File: config.mk
export PLATFORM = sky130hd
export DESIGN_NAME = fft_mm_master
export DESIGN_NICKNAME = d
export VERILOG_FILES = /design/src/rtl/fft_mm_master.sv
export SDC_FILE = /design/constraint.sdc
export NUM_CORES = 1
export LEC_CHECK = 0
export ABC_CLOCK_PERIOD_IN_PS = 6000
export BUFFER_PORTS_ARGS = -buffer_cell sky130_fd_sc_hd__buf_4
export CORE_MARGIN = 4
export CORE_UTILIZATION = 40
export DETAILED_ROUTE_END_ITERATION = 12
export MAX_ROUTING_LAYER = met4
export PLACE_DENSITY = 0.73
export SYNTH_ARGS = -nofsm -noshare
export SYNTH_HDL_FRONTEND = slang
export SYNTH_SLANG_ARGS = --single-unit
export TNS_END_PERCENT = 10
File: constraint.sdc
create_clock -name clk -period 6 [get_ports clk]
set_clock_uncertainty 0.05 [all_clocks]
set_input_delay 0.9 -clock clk [delete_from_list [all_inputs] [get_ports clk]]
set_output_delay 0.9 -clock clk [all_outputs]
set_load 0.02 [all_outputs]
File: src/rtl/fft_mm_master.sv
// PicoMm initiator for the memory-mapped FFT slave: loads N complex samples,
// starts the transform, waits for irq, acks it and streams natural-order bins out.
module fft_mm_master #(
  parameter int M  = 8,
  parameter int DW = 16
) (
  input  logic                 clk,
  input  logic                 rst,
  input  logic                 start,
  input  logic [1:0]           mode,
  output logic                 busy,
  output logic                 done,
  input  logic                 in_valid,
  output logic                 in_ready,
  input  logic signed [DW-1:0] in_re,
  input  logic signed [DW-1:0] in_im,
  output logic                 out_valid,
  input  logic                 out_ready,
  output logic signed [DW-1:0] out_re,
  output logic signed [DW-1:0] out_im,
  output logic                 out_last,
  output logic [M+1:0]         d_addr,
  output logic                 d_write,
  output logic                 d_read,
  output logic [31:0]          d_wrdata,
  input  logic [31:0]          d_rddata,
  output logic                 c_write,
  output logic [31:0]          c_wrdata,
  input  logic                 irq,
  output logic                 irq_ack
);

  typedef enum logic [3:0] {
    IDLE, LD_RE, LD_IM, START, WAIT, ACK, RD_RE, RD_IM, CAP, HOLD
  } state_t;

  state_t        state, state_nx;
  logic [M-1:0]  n;
  logic [1:0]    mode_q;
  logic [DW-1:0] im_q;
  logic          last_n;

  assign last_n = &n;
  assign busy   = (state != IDLE);

  function automatic logic [31:0] sext(input logic [DW-1:0] v);
    return {{(32-DW){v[DW-1]}}, v};
  endfunction

  // Upper half of the data window (address bit M+1) is the bit-reversed
  // result region, so reading it in order yields natural-order bins.
  always_comb begin
    state_nx = state;
    in_ready = 1'b0;
    d_write  = 1'b0;
    d_read   = 1'b0;
    d_addr   = '0;
    d_wrdata = '0;
    c_write  = 1'b0;
    c_wrdata = '0;
    irq_ack  = 1'b0;
    case (state)
      IDLE:  if (start) state_nx = LD_RE;
      LD_RE: begin
        in_ready = 1'b1;
        if (in_valid) begin
          d_write  = 1'b1;
          d_addr   = {1'b0, n, 1'b0};
          d_wrdata = sext(in_re);
          state_nx = LD_IM;
        end
      end
      LD_IM: begin
        d_write  = 1'b1;
        d_addr   = {1'b0, n, 1'b1};
        d_wrdata = sext(im_q);
        state_nx = last_n ? START : LD_RE;
      end
      START: begin
        c_write  = 1'b1;
        c_wrdata = {30'b0, mode_q};
        state_nx = WAIT;
      end
      WAIT:  if (irq) state_nx = ACK;
      ACK: begin
        irq_ack  = 1'b1;
        state_nx = RD_RE;
      end
      RD_RE: begin
        d_read   = 1'b1;
        d_addr   = {1'b1, n, 1'b0};
        state_nx = RD_IM;
      end
      RD_IM: begin
        d_read   = 1'b1;
        d_addr   = {1'b1, n, 1'b1};
        state_nx = CAP;
      end
      CAP:   state_nx = HOLD;
      HOLD:  if (out_ready) state_nx = last_n ? IDLE : RD_RE;
      default: state_nx = IDLE;
    endcase
  end

  always_ff @(posedge clk or posedge rst) begin
    if (rst) begin
      state     <= IDLE;
      n         <= '0;
      mode_q    <= '0;
      im_q      <= '0;
      out_re    <= '0;
      out_im    <= '0;
      out_valid <= 1'b0;
      out_last  <= 1'b0;
      done      <= 1'b0;
    end else begin
      state <= state_nx;
      done  <= (state == HOLD) && out_ready && last_n;
      case (state)
        IDLE: if (start) begin
          mode_q <= mode;
          n      <= '0;
        end
        LD_RE: if (in_valid) im_q <= in_im;
        LD_IM: n <= last_n ? '0 : n + 1'b1;
        // read data lags its strobe by one cycle
        RD_IM: out_re <= d_rddata[DW-1:0];
        CAP: begin
          out_im    <= d_rddata[DW-1:0];
          out_valid <= 1'b1;
          out_last  <= last_n;
        end
        HOLD: if (out_ready) begin
          out_valid <= 1'b0;
          out_last  <= 1'b0;
          n         <= last_n ? '0 : n + 1'b1;
        end
        default: ;
      endcase
    end
  end

endmodule

==> impl_results.md, run 1 <==
* Die Wd at 101 µm
* Final clock period utilization by the worst path at 60.2%
* Clock transition at the register clock pins on the worst setup and hold paths after CTS at 0.08 ns
* Post-CTS Hold Buffers at 0
* Core Region at 8300 µm²
* Overall power at 2190 µW
* Std-Cell Rows at 33
* Count of distinct cell types in the synthesized netlist at 47
* Total number of vias at 2622
* Detailed-routed wire length on met2 at 3910 µm
* Initial antenna violation count at 0
* Logic pwr share at 47.4%
* Final estimated routing congestion in global placement at 0.840
* Share of the synthesized area in compound gates (AO/OA/AOI/OAI) at 10.8%
* Fraction of post-synthesis cell area in the top cell type by area at 47.3%
* Share of synthesized area occupied by flip-flops and latches at 47.3%
* Number of design-rule violations left by the first detailed-router iteration at 151
* Post-cts resize count at 0
* Switching share of power at 39.4%
* Result of the run: finished, final reports clean
* Post-detailed-routing wire length at 8070 µm
* Critical path peak fanout at 22
* H-tree level count at 3
* Aggregate global routing overflow at 0
* Library cell with the largest summed area after synthesis: dfrtp_1
* Post-synthesis instance total at 301
* Final HPWL from detailed placement at 5940 µm
* Worst vdd rail ir drop at 352 µV
* Ordered list of cells on the worst path: nor2_1 > and3_1 > a22o_1 > buf_4
* Total power per unit cell area at 484 nW/µm²
* Via-to-Cell Ratio at 4.93
* Wire length per cell after detailed routing at 15.2 µm
* Post-route cell area at 4530 µm²
* Share of post-route cells with drive strength above 1 at 51.3%
* Crit path max-delay family: simple AND/OR/NAND/NOR gates
* Buffer count from post-CTS setup fixing at 0
* Clock insertion delay at the later pin of the skew report at 0.34 ns
* Setup crit end kind: output port
* Unrepaired setup endpoints after global routing: false
* Most used flip-flop cell after synthesis: dfrtp_1
* Number of register bits inferred by synthesis at 65
* Largest incremental delay on the critical path at 0.64 ns
* Number of warnings reported in the yosys synthesis log at 0
* Dominant combinational cell family by area after synthesis: multiplexers
* Length of routed wiring on met1 at 3340 µm
* Fraction of synthesized area in multiplexers at 16.4%
* Total clock sinks at 65
* Maximum number of pins on one net before global-route repair at 66
* Final max-slew violation count at 0
* Total I/O pin count at 187
* Mapped Area at 3440 µm²
* Kind of launch point of the worst setup path: flip-flop
* P_int at 1330 µW
* EDFF count, synth at 0
* Number of global-route vias before repair at 2669
* Global Route Usage Sum at 16.4%
* Final #Nets at 495
* Critical Path RT at 5.05 ns
* TritonCTS clock tree: built
* Starting utilization of the core area at 41.4%
* Maximum clock frequency at 277 MHz
* Total CTS buffers at 9
* Leakage power at 0.00226 µW
* Instance area after placement at 4320 µm²
* First-pass GRT wire length at 12800 µm
* Count of input and output buffers at 140
* Synth Area in Adders at 0.364%
* Xor/xnor cell area share of the yosys netlist at 0.509%
* Number of inserted diodes at 0
* Hold Crit Class: reg -> reg
* Post-synthesis share of cell area spent on and, or, nand and nor gates at 11.7%
* Slowest CP cell: and3_1
* Fillers at 750
* Worst slew margin relative to its limit at 45.0%
* Async set-reset flop share out of synthesis at 100%
* Setup TNS at 0 ns
* Met3 layer wire length in the routed design at 710 µm
* Die Span Y at 101 µm
* Clock root buffer: clkbuf_8
* Final count of negative-setup-slack endpoints at 0
* Number of remaining DRC errors at 0
* Cell types with the largest area share after synthesis: dfrtp_1 (47%), mux2_2 (16%), buf_4 (11%)
* DIE AREA at 10100 µm²
* Crit path time final at 3.61 ns
* Syn-to-layout area delta at 31.6%
* Slew at the pin closest to its max-slew limit at 0.824 ns
* Highest layer used for signal routing: met4
* Worst setup path category: reg -> out
* Hold Violations, Final at 0
* Signal arrival time at the worst endpoint at 2.66 ns
* Number of max-cap violations at 0
* Worst path bufs/invs at 1
* Max clock buf depth at 2
* Residual antenna-violating net count after detailed routing at 0
* Average cell area after synthesis at 11.4 µm²
* Clock network fraction of total power at 17.5%
* Length of the first detailed-routing pass in iterations at 4
* Net switching component of the power at 863 µW
* Proportion of power drawn by flip-flops and latches at 35.1%
[synth_stat cells (3+ instances only)]
master,instances
inv_1,5
buf_4,49
nand3_1,7
o21ai_0,6
dfrtp_1,65
a21o_1,3
mux2_2,50
a21oi_1,7
a22o_1,17
and3_1,5
nor3_1,8
and2_1,12
buf_2,9
or4_1,3
nand2_1,10
o31ai_1,4
nor2_1,4
clkbuf_1,3
[sequential cells by signal (all words and copies together) (netlist names)]
register and count:
state 4, out_last 1, out_im 16, n 8, im_q 16, out_re 16
out_valid 1, done 1, mode_q 2
[cells by family (layout without fill, tap and decap cells)]
| family | after synthesis | in the layout |
|---|---|---|
| AOI/OAI and AO/OA | 48 | 48 |
| xor gates and xnor gates | 2 | 2 |
| adders and majority gates | 1 | 1 |
| buffers and inverters | 66 | 163 |
| DFF | 65 | 65 |
| muxes | 50 | 50 |
| other | 1 | 30 |
| and+or+nand+nor | 68 | 68 |
[path summary, 6_finish.rpt]
path	startpoint	end	slack, ns	depth (start not counted)
setup / recovery	state[3]	d_wrdata[26]	2.39	4
hold / removal	mode_q[1]	mode_q[1]	0.45	1
setup reg to reg	state[1]	out_im[11]	3.77	3
hold reg to reg	mode_q[1]	mode_q[1]	0.45	1
max in group asynchronous	rst	state[3]	4.62	3
min in group asynchronous	rst	n[2]	0.76	3
[final cells by class]
cell class | instances | area [µm²] | area share, %
inverters | 5 | 18.8 | 0.415
repair buffers | 142 | 1070 | 23.6
well taps | 105 | 131 | 2.90
clock inverters | 6 | 66.3 | 1.47
flip-flops and latches | 65 | 1630 | 35.9
clock buffers | 10 | 138 | 3.04
multi-input cells | 199 | 1480 | 32.7
[power groups by stage]
stage	clock, µW	sequential [µW]	combinational (µW)
final	383	770	1040
after global placement	0	764	1030
after CTS	396	771	1050
after global routing	417	799	1120
after detailed placement	0	776	1050
after floorplan	0	874	577
[stage by stage]
step / utilization (%) / hold WS, ns / setup slack [ns] / std cells
floorplan: - / 0.420 / 2.94 / 330
global placement: 52.1 / 0.428 / 2.75 / 516
detailed placement: 52.1 / 0.440 / 2.70 / 516
CTS: 54.5 / 0.459 / 2.33 / 532
global route: 54.5 / 0.461 / 2.07 / 532
finish: 54.5 / 0.453 / 2.39 / 532
[cells in the final DEF, fill, tap and decap left out, types with 2 or more instances in the layout]
master    count
mux2_2       50
and2_1       12
inv_1         4
and3_1        5
a22o_1       17
nand2_1      10
dfrtp_1      65
or2_2         2
nor2b_1       2
nor2_1        4
nor2_2        2
clkinv_4      2
conb_1       30
o21ai_0       6
clkbuf_8     10
a21oi_1       7
nor3_1        8
clkinv_2      2
buf_4       142
nand4_1       2
o31ai_1       4
nand3_1       7
or4_1         3
a21o_1        3
o32ai_1       2
[routing by layer]
metal / up-vias / track usage, %
li1: 1243 / -
met3: 12 / 3.67
met2: 127 / 26.1
met1: 1240 / 20.8
met5: - / -
met4: 0 / 5.08
[worst register-to-register path: cells and delay by family (launching register included)]
kind             cells  cell delay, ns
flip-flops           1            0.61
multiplexers         1            0.42
AND/OR/NAND/NOR      2            1.05
No activity file was read; power rests on OpenSTA's default activity.
==> run 2: changes to the inputs <==
- ABC_CLOCK_PERIOD_IN_PS: 6000 -> 2900
- PLACE_DENSITY: 0.73 -> 0.76
- clock period: 6 -> 2.9 ns (I/O delays scaled with it)
==> run 2 against run 1 <==
  * Final cell count rose by 1.1%
  * Sequential power increased by 100%
  * Critical endpoint is now d_wrdata[25]
  * Global-route usage increased by 0.25 points
  * First-iteration DRC count down 49%
  * Sequential share of layout area decreased by 0.65 points
  * Critical path depth stayed put
  * Clock power rose by 140%
  * Via count grew 1.8%
==> impl_results.md, run 2 (synthesis results as in run 1) <==
* Largest registers ranked by flip-flop count: im_q x16, out_im x16, out_re x16
* Setup TNS at 0 ns (unchanged)
* Hold Crit Class: in -> async
* Most common cell after layout, fill and taps aside: buf_4
* Total I/O pin count at 187 (unchanged)
* Number of global-route vias before repair at 2624 (-1.7%)
* Buffer count from post-CTS setup fixing at 0 (unchanged)
* Final estimated routing congestion in global placement at 0.833 (-0.80%)
* Worst vdd rail ir drop at 687 µV (+95%)
* Setup crit end kind: output port
* Kind of launch point of the worst setup path: flip-flop
* TritonCTS clock tree: built
* Residual antenna-violating net count after detailed routing at 0 (unchanged)
* Maximum clock frequency at 373 MHz
* Leakage power at 0.00230 µW (+1.9%)
* First-pass GRT wire length at 13000 µm (+1.3%)
* Final count of negative-setup-slack endpoints at 0 (unchanged)
* Critical Path RT at 2.41 ns (-2.64 ns)
* Core Region at 8300 µm² (unchanged)
* Number of remaining DRC errors at 0 (unchanged)
* Clock root buffer: clkbuf_8
* Signal arrival time at the worst endpoint at 2.19 ns (-0.47 ns)
* Std-Cell Rows at 33 (unchanged)
* Count of input and output buffers at 140 (unchanged)
* Total clock sinks at 65 (unchanged)
* Final #Nets at 501 (+1.2%)
* H-tree level count at 3 (unchanged)
* Share of post-route cells with drive strength above 1 at 51.7% (+0.44 points)
* Global Route Usage Sum at 16.6% (+0.25 points)
* Initial antenna violation count at 0 (unchanged)
* Post-layout util at 55.5% (+1.0 points)
* Worst reg2reg path depth at 4 (+1)
* Clock transition at the register clock pins on the worst setup and hold paths after CTS at 0.08 ns (about the same)
* Endpoint of the lowest-slack register-to-register path: out_re[12]
* Number of max-cap violations at 0 (unchanged)
* Final max-slew violation count at 0 (unchanged)
* Starting utilization of the core area at 41.4% (unchanged)
* Total CTS buffers at 9 (unchanged)
* Via-to-Cell Ratio at 4.96 (+0.70%)
* Total number of vias at 2670 (+1.8%)
* Maximum number of pins on one net before global-route repair at 42 (-36%)
* Die Wd at 101 µm (unchanged)
* Post-CTS Hold Buffers at 0 (unchanged)
* Clock insertion delay at the later pin of the skew report at 0.33 ns (about the same)
* Fillers at 713 (-4.9%)
* Die Span Y at 101 µm (unchanged)
* Slew at the pin closest to its max-slew limit at 0.542 ns (-0.283 ns)
* Number of design-rule violations left by the first detailed-router iteration at 77 (-49%)
* Aggregate global routing overflow at 0 (unchanged)
* Hold Violations, Final at 0 (unchanged)
* Unrepaired setup endpoints after global routing: false
* Post-cts resize count at 0 (unchanged)
* Slack of the worst reg-to-reg path at 0.73 ns (-3.04 ns)
* Total power per unit cell area at 1020 nW/µm² (+110%)
* Worst R2R Start: state[2]
* Max clock buf depth at 2 (unchanged)
* DIE AREA at 10100 µm² (unchanged)
* Post-detailed-routing wire length at 8360 µm (+3.5%)
* Highest-count cells in the layout ignoring fill and taps: buf_4 (148), dfrtp_1 (65), mux2_2 (50)
* Result of the run: finished, final reports clean
* Number of inserted diodes at 0 (unchanged)
* Syn-to-layout area delta at 34.0%
* Worst setup path category: reg -> out
* Final clock period utilization by the worst path at 92.3%
* Worst slew margin relative to its limit at 63.9% (+19 points)
* Wire length per cell after detailed routing at 15.5 µm (+2.3%)
* Crit path time final at 2.68 ns
* Critical path peak fanout at 17 (-23%)
* Length of the first detailed-routing pass in iterations at 4 (unchanged)
* Final HPWL from detailed placement at 6260 µm (+5.3%)
-- run 2: cell types whose count changed in the layout (fill, tap and decap cells not counted) --
| cell | change |
|---|---|
| buf_4 | +6 |
| bufinv_16 | +2 |
| clkbuf_1 | +1 |
| clkinvlp_4 | +1 |
| clkbuf_8 | -1 |
| clkinv_2 | -2 |
| clkinv_4 | -1 |
-- run 2: power by group --
group,total [µW],switching (µW),internal (µW),leakage (µW)
combinational,2190,1150,1040,0.00139
clock,938,362,576,0.000117
sequential,1570,269,1310,0.000801
-- run 2: critical path: stages (launching register included) --
cell	delay [ns]
dfrtp_1	0.68
and2b_1	0.23
and3_1	0.25
a22o_1	0.46
buf_4	0.23
-- run 2: cell type report --
cell class	instances	area (µm²)	area share [%]
sequential	65	1630	35.3
clock inverter	6	115	2.50
inverter	5	18.8	0.407
multi-input combinational	199	1480	32.1
timing repair buffer	148	1110	24.1
tap	105	131	2.85
clock buffer	10	128	2.77
-- run 2: how the worst max path moves through the flow --
stage                  start           end  slack [ns]  cells past startpoint
finish              state[0]  d_wrdata[25]        0.22                      4
CTS                 state[0]  d_wrdata[25]        0.17                      4
floorplan           state[0]  d_wrdata[16]        0.46                      7
detailed placement  state[0]  d_wrdata[25]        0.55                      4
global placement    state[0]  d_wrdata[26]        0.57                      4
global route        state[0]  d_wrdata[25]        0.03                      4
-- run 2: layer usage --
layer,routed length [µm],part of all wire [%],up-vias,track usage [%]
met2,4120,49,129,26.3
met5,0,0,-,-
li1,-,-,1258,-
met3,786,9.4,11,4.64
met1,3350,40,1272,20.4
met4,97,1.2,0,5.80
-- run 2: metrics by stage --
stage	hold WS, ns	total power [µW]	instance area (µm²)	cells	setup slack, ns
6_report	0.0978	4700	4610	538	0.222
5_1_grt	0.103	4990	4610	538	0.0263
4_1_cts	0.0968	4760	4610	538	0.170
3_5_place_dp	0.421	3800	4370	522	0.553
3_3_place_gp	0.421	3730	4370	522	0.566
2_1_floorplan	0.420	3000	3550	330	0.463
==> run 3: changes to the inputs <==
- ABC_AREA: not set -> 1
==> run 3 against run 2 <==
  * Hold slack improved by 0.089 ns
  * Sequential share of layout area down 0.11 points
  * Maximum frequency up 0.66%
  * Largest cell class unchanged
  * Sequential power shrank 3%
  * First-iteration DRC count up 26%
  * Wire length rose by 2.5%
  * Final cell count grew 26%
  * Largest power group unchanged
  * Worst setup slack gained 0.017 ns
  * Synthesized cell count increased by 47%
  * Critical endpoint unchanged
  * Non-clock buffer count is 2 lower
  * Synthesized area grew 1.1%
  * Combinational power increased by 11%
==> impl_results.md, run 3 <==
* Proportion of power drawn by flip-flops and latches at 31.4% (-2.1 points)
* First-pass GRT wire length at 13500 µm (+3.9%)
* Total number of vias at 3067 (+15%)
* Final clock period utilization by the worst path at 91.7% (-0.60 points)
* Kind of launch point of the worst setup path: flip-flop
* Result of the run: finished, final reports clean
* Largest registers ranked by flip-flop count: im_q x16, out_im x16, out_re x16
* Crit path time final at 2.66 ns (-0.0174 ns)
* Worst vdd rail ir drop at 530 µV (-23%)
* Setup crit end kind: output port
* Reg area at 1630 µm² (unchanged)
* Most used cell along the critical path: nand2_4
* Maximum clock frequency at 376 MHz (+0.66%)
* Net switching component of the power at 2060 µW (+16%)
* Post-route cell area at 4620 µm² (+0.33%)
* Final max-slew violation count at 0 (unchanged)
* Total CTS buffers at 9 (unchanged)
* Crit path max-delay family: compound AO/OA/AOI/OAI gates
* Library cell with the largest summed area after synthesis: dfrtp_1
* Clock transition at the register clock pins on the worst setup and hold paths after CTS at 0.07 ns (about the same)
* Signal arrival time at the worst endpoint at 2.18 ns (about the same)
* Buffer count from post-CTS setup fixing at 0 (unchanged)
* Cell types with the largest area share after synthesis: dfrtp_1 (47%), nand2_1 (14%), buf_4 (9.9%)
* Count of input and output buffers at 140 (unchanged)
* Crit path setup slack, layout at 0.240 ns (+0.0174 ns)
* Total clock sinks at 65 (unchanged)
* Most used flip-flop cell after synthesis: dfrtp_1
* EDFF count, synth at 0 (unchanged)
* Worst setup path category: reg -> out
* Async set-reset flop share out of synthesis at 100% (unchanged)
* Final count of negative-setup-slack endpoints at 0 (unchanged)
* Std-Cell Rows at 33 (unchanged)
* Average cell area after synthesis at 7.88 µm² (-31%)
* DIE AREA at 10200 µm² (+1.0%)
* Global Route Usage Sum at 16.9% (+0.29 points)
* Final estimated routing congestion in global placement at 0.870 (+4.4%)
* Total I/O pin count at 187 (unchanged)
* Starting utilization of the core area at 41.7% (+0.24 points)
* Share of synthesized area occupied by flip-flops and latches at 46.8% (-0.51 points)
* Worst path bufs/invs at 3 (+2)
* TritonCTS clock tree: built
* Slowest CP cell: o21ai_1
* Cell types with the highest counts after synthesis: nand2_1 (133), dfrtp_1 (65), inv_1 (49)
* Residual antenna-violating net count after detailed routing at 0 (unchanged)
* Highest-count cells in the layout ignoring fill and taps: buf_4 (146), nand2_1 (133), dfrtp_1 (65)
* Clock insertion delay at the later pin of the skew report at 0.33 ns (about the same)
* Max clock buf depth at 2 (unchanged)
* Initial antenna violation count at 0 (unchanged)
* Wire length per cell after detailed routing at 12.6 µm (-19%)
* Critical path peak fanout at 17 (unchanged)
* Clock root buffer: clkbuf_8
* Worst slew margin relative to its limit at 33.6% (-30 points)
* Number of warnings reported in the yosys synthesis log at 0 (unchanged)
* Most numerous cell in the Yosys netlist: nand2_1
* H-tree level count at 3 (unchanged)
* Number of design-rule violations left by the first detailed-router iteration at 97 (+26%)
* Total power per unit cell area at 1050 nW/µm² (+3.0%)
* Slew at the pin closest to its max-slew limit at 0.990 ns (+0.448 ns)
* Post-route non-filler standard cell count at 679 (+26%)
* Count of distinct cell types in the synthesized netlist at 29 (-38%)
* P_int at 2790 µW (-4.4%)
* Fillers at 806 (+13%)
* Most common cell after layout, fill and taps aside: buf_4
* Syn-to-layout area delta at 33.0%
* Final #Nets at 643 (+28%)
* Final HPWL from detailed placement at 6530 µm (+4.4%)
* Length of the first detailed-routing pass in iterations at 4 (unchanged)
* Hold Violations, Final at 0 (unchanged)
* Number of remaining DRC errors at 0 (unchanged)
* Cell total after placement at 664 (+27%)
* Mapped Area at 3480 µm² (+1.1%)
* Setup TNS at 0 ns (unchanged)
* Number of max-cap violations at 0 (unchanged)
* Share of post-route cells with drive strength above 1 at 32.4% (-19 points)
* Switching share of power at 42.5% (+4.6 points)
* Die Wd at 101 µm (+0.50%)
* Post-cts resize count at 0 (unchanged)
* Critical Path RT at 2.41 ns (about the same)
* Post-detailed-routing wire length at 8570 µm (+2.5%)
* Maximum number of pins on one net before global-route repair at 43 (+2.4%)
* Via-to-Cell Ratio at 4.52 (-9.0%)
* Core Region at 8340 µm² (+0.50%)
* Leakage power at 0.00257 µW (+12%)
* Post-CTS Hold Buffers at 0 (unchanged)
* Hold Crit Class: in -> async
* Number of global-route vias before repair at 2919 (+11%)
* Post-synthesis instance total at 441 (+47%)
* Ordered list of cells on the worst path: inv_2 > nand2_4 > nor2_4 > nand2_4 > clkinv_4 > nand2_1 > o21ai_1 > buf_4
* Fraction of post-synthesis cell area in the top cell type by area at 46.8% (-0.51 points)
* Logic pwr share at 49.9% (+3.3 points)
* Post-layout util at 55.4% (-0.095 points)
* Instance area after placement at 4390 µm² (+0.60%)
* Unrepaired setup endpoints after global routing: false
* Combined area of the multi-input logic cells at 1320 µm² (-10%)
* Number of inserted diodes at 0 (unchanged)
* Clock network fraction of total power at 18.6% (-1.4 points)
* Number of register bits inferred by synthesis at 65 (unchanged)
* Aggregate global routing overflow at 0 (unchanged)
* Largest incremental delay on the critical path at 0.52 ns (-0.16 ns)
* Die Span Y at 101 µm (+0.50%)
* Post-Place Worst Slack at 0.592 ns (+0.0397 ns)
run 3: changes by cell type after synthesis, moves of 17 or more:
cell	delta
inv_1	+44
mux2_2	-50
nand2_1	+123
nor2_1	+25
o21ai_0	+34
o21ai_1	+17
run 3: worst paths after layout:
path	cells after the start	slack [ns]	to	from
max reg2reg	7	1.17	state[1]	n[0]
max	8	0.24	d_wrdata[25]	state[1]
min	2	0.19	out_im[2]	rst
min reg2reg	2	0.44	im_q[11]	im_q[11]
max in group asynchronous	3	1.91	im_q[14]	rst
min in group clk	3	0.24	im_q[13]	in_im[13]
run 3: layout make-up:
type | instances | area share (%)
tap | 105 | 2.84
clock inverter | 6 | 2.33
sequential | 65 | 35.2
multi-input combinational | 292 | 28.6
inverter | 56 | 4.65
clock buffer | 9 | 2.68
timing repair buffer | 146 | 23.7
run 3: power groups by stage:
stage	logic (µW)	registers, µW	clock network, µW
floorplan	1340	1790	0
global placement	2400	1520	0
detailed placement	2460	1530	0
CTS	2450	1530	930
global route	2650	1570	968
finish	2430	1530	905
run 3: through the flow:
step	total power [µW]	hold WS, ns
finish	4860	0.187
global route	5190	0.237
CTS	4910	0.201
detailed placement	3980	0.424
global placement	3920	0.415
floorplan	3130	0.399
run 3: cells by family after synthesis:
| kind of cell | count (synthesis) | synth area share (%) |
|---|---|---|
| AOI/OAI and AO/OA | 69 | 10.7 |
| xor gates and xnor gates | 2 | 0.504 |
| adders and majority gates | 1 | 0.360 |
| buffers and inverters | 113 | 18.3 |
| DFF | 65 | 46.8 |
| other | 1 | 0.108 |
| and+or+nand+nor | 190 | 23.2 |
run 3: routing by layer:
| metal | global-route usage (%) | part of all wire [%] |
|---|---|---|
| met5 | - | 0 |
| met1 | 20.5 | 42 |
| met4 | 5.42 | 1.6 |
| met2 | 28.0 | 50 |
| met3 | 3.79 | 7.0 |
run 3: worst reg2reg max path, stage by stage, from the launching register on:
cell     delay [ns]
dfrtp_1        0.42
ha_1           0.26
nand2_1        0.08
nor2_1         0.16
nand2_1        0.24
nand2_1        0.16
nand2_1        0.07
o21a_1         0.19
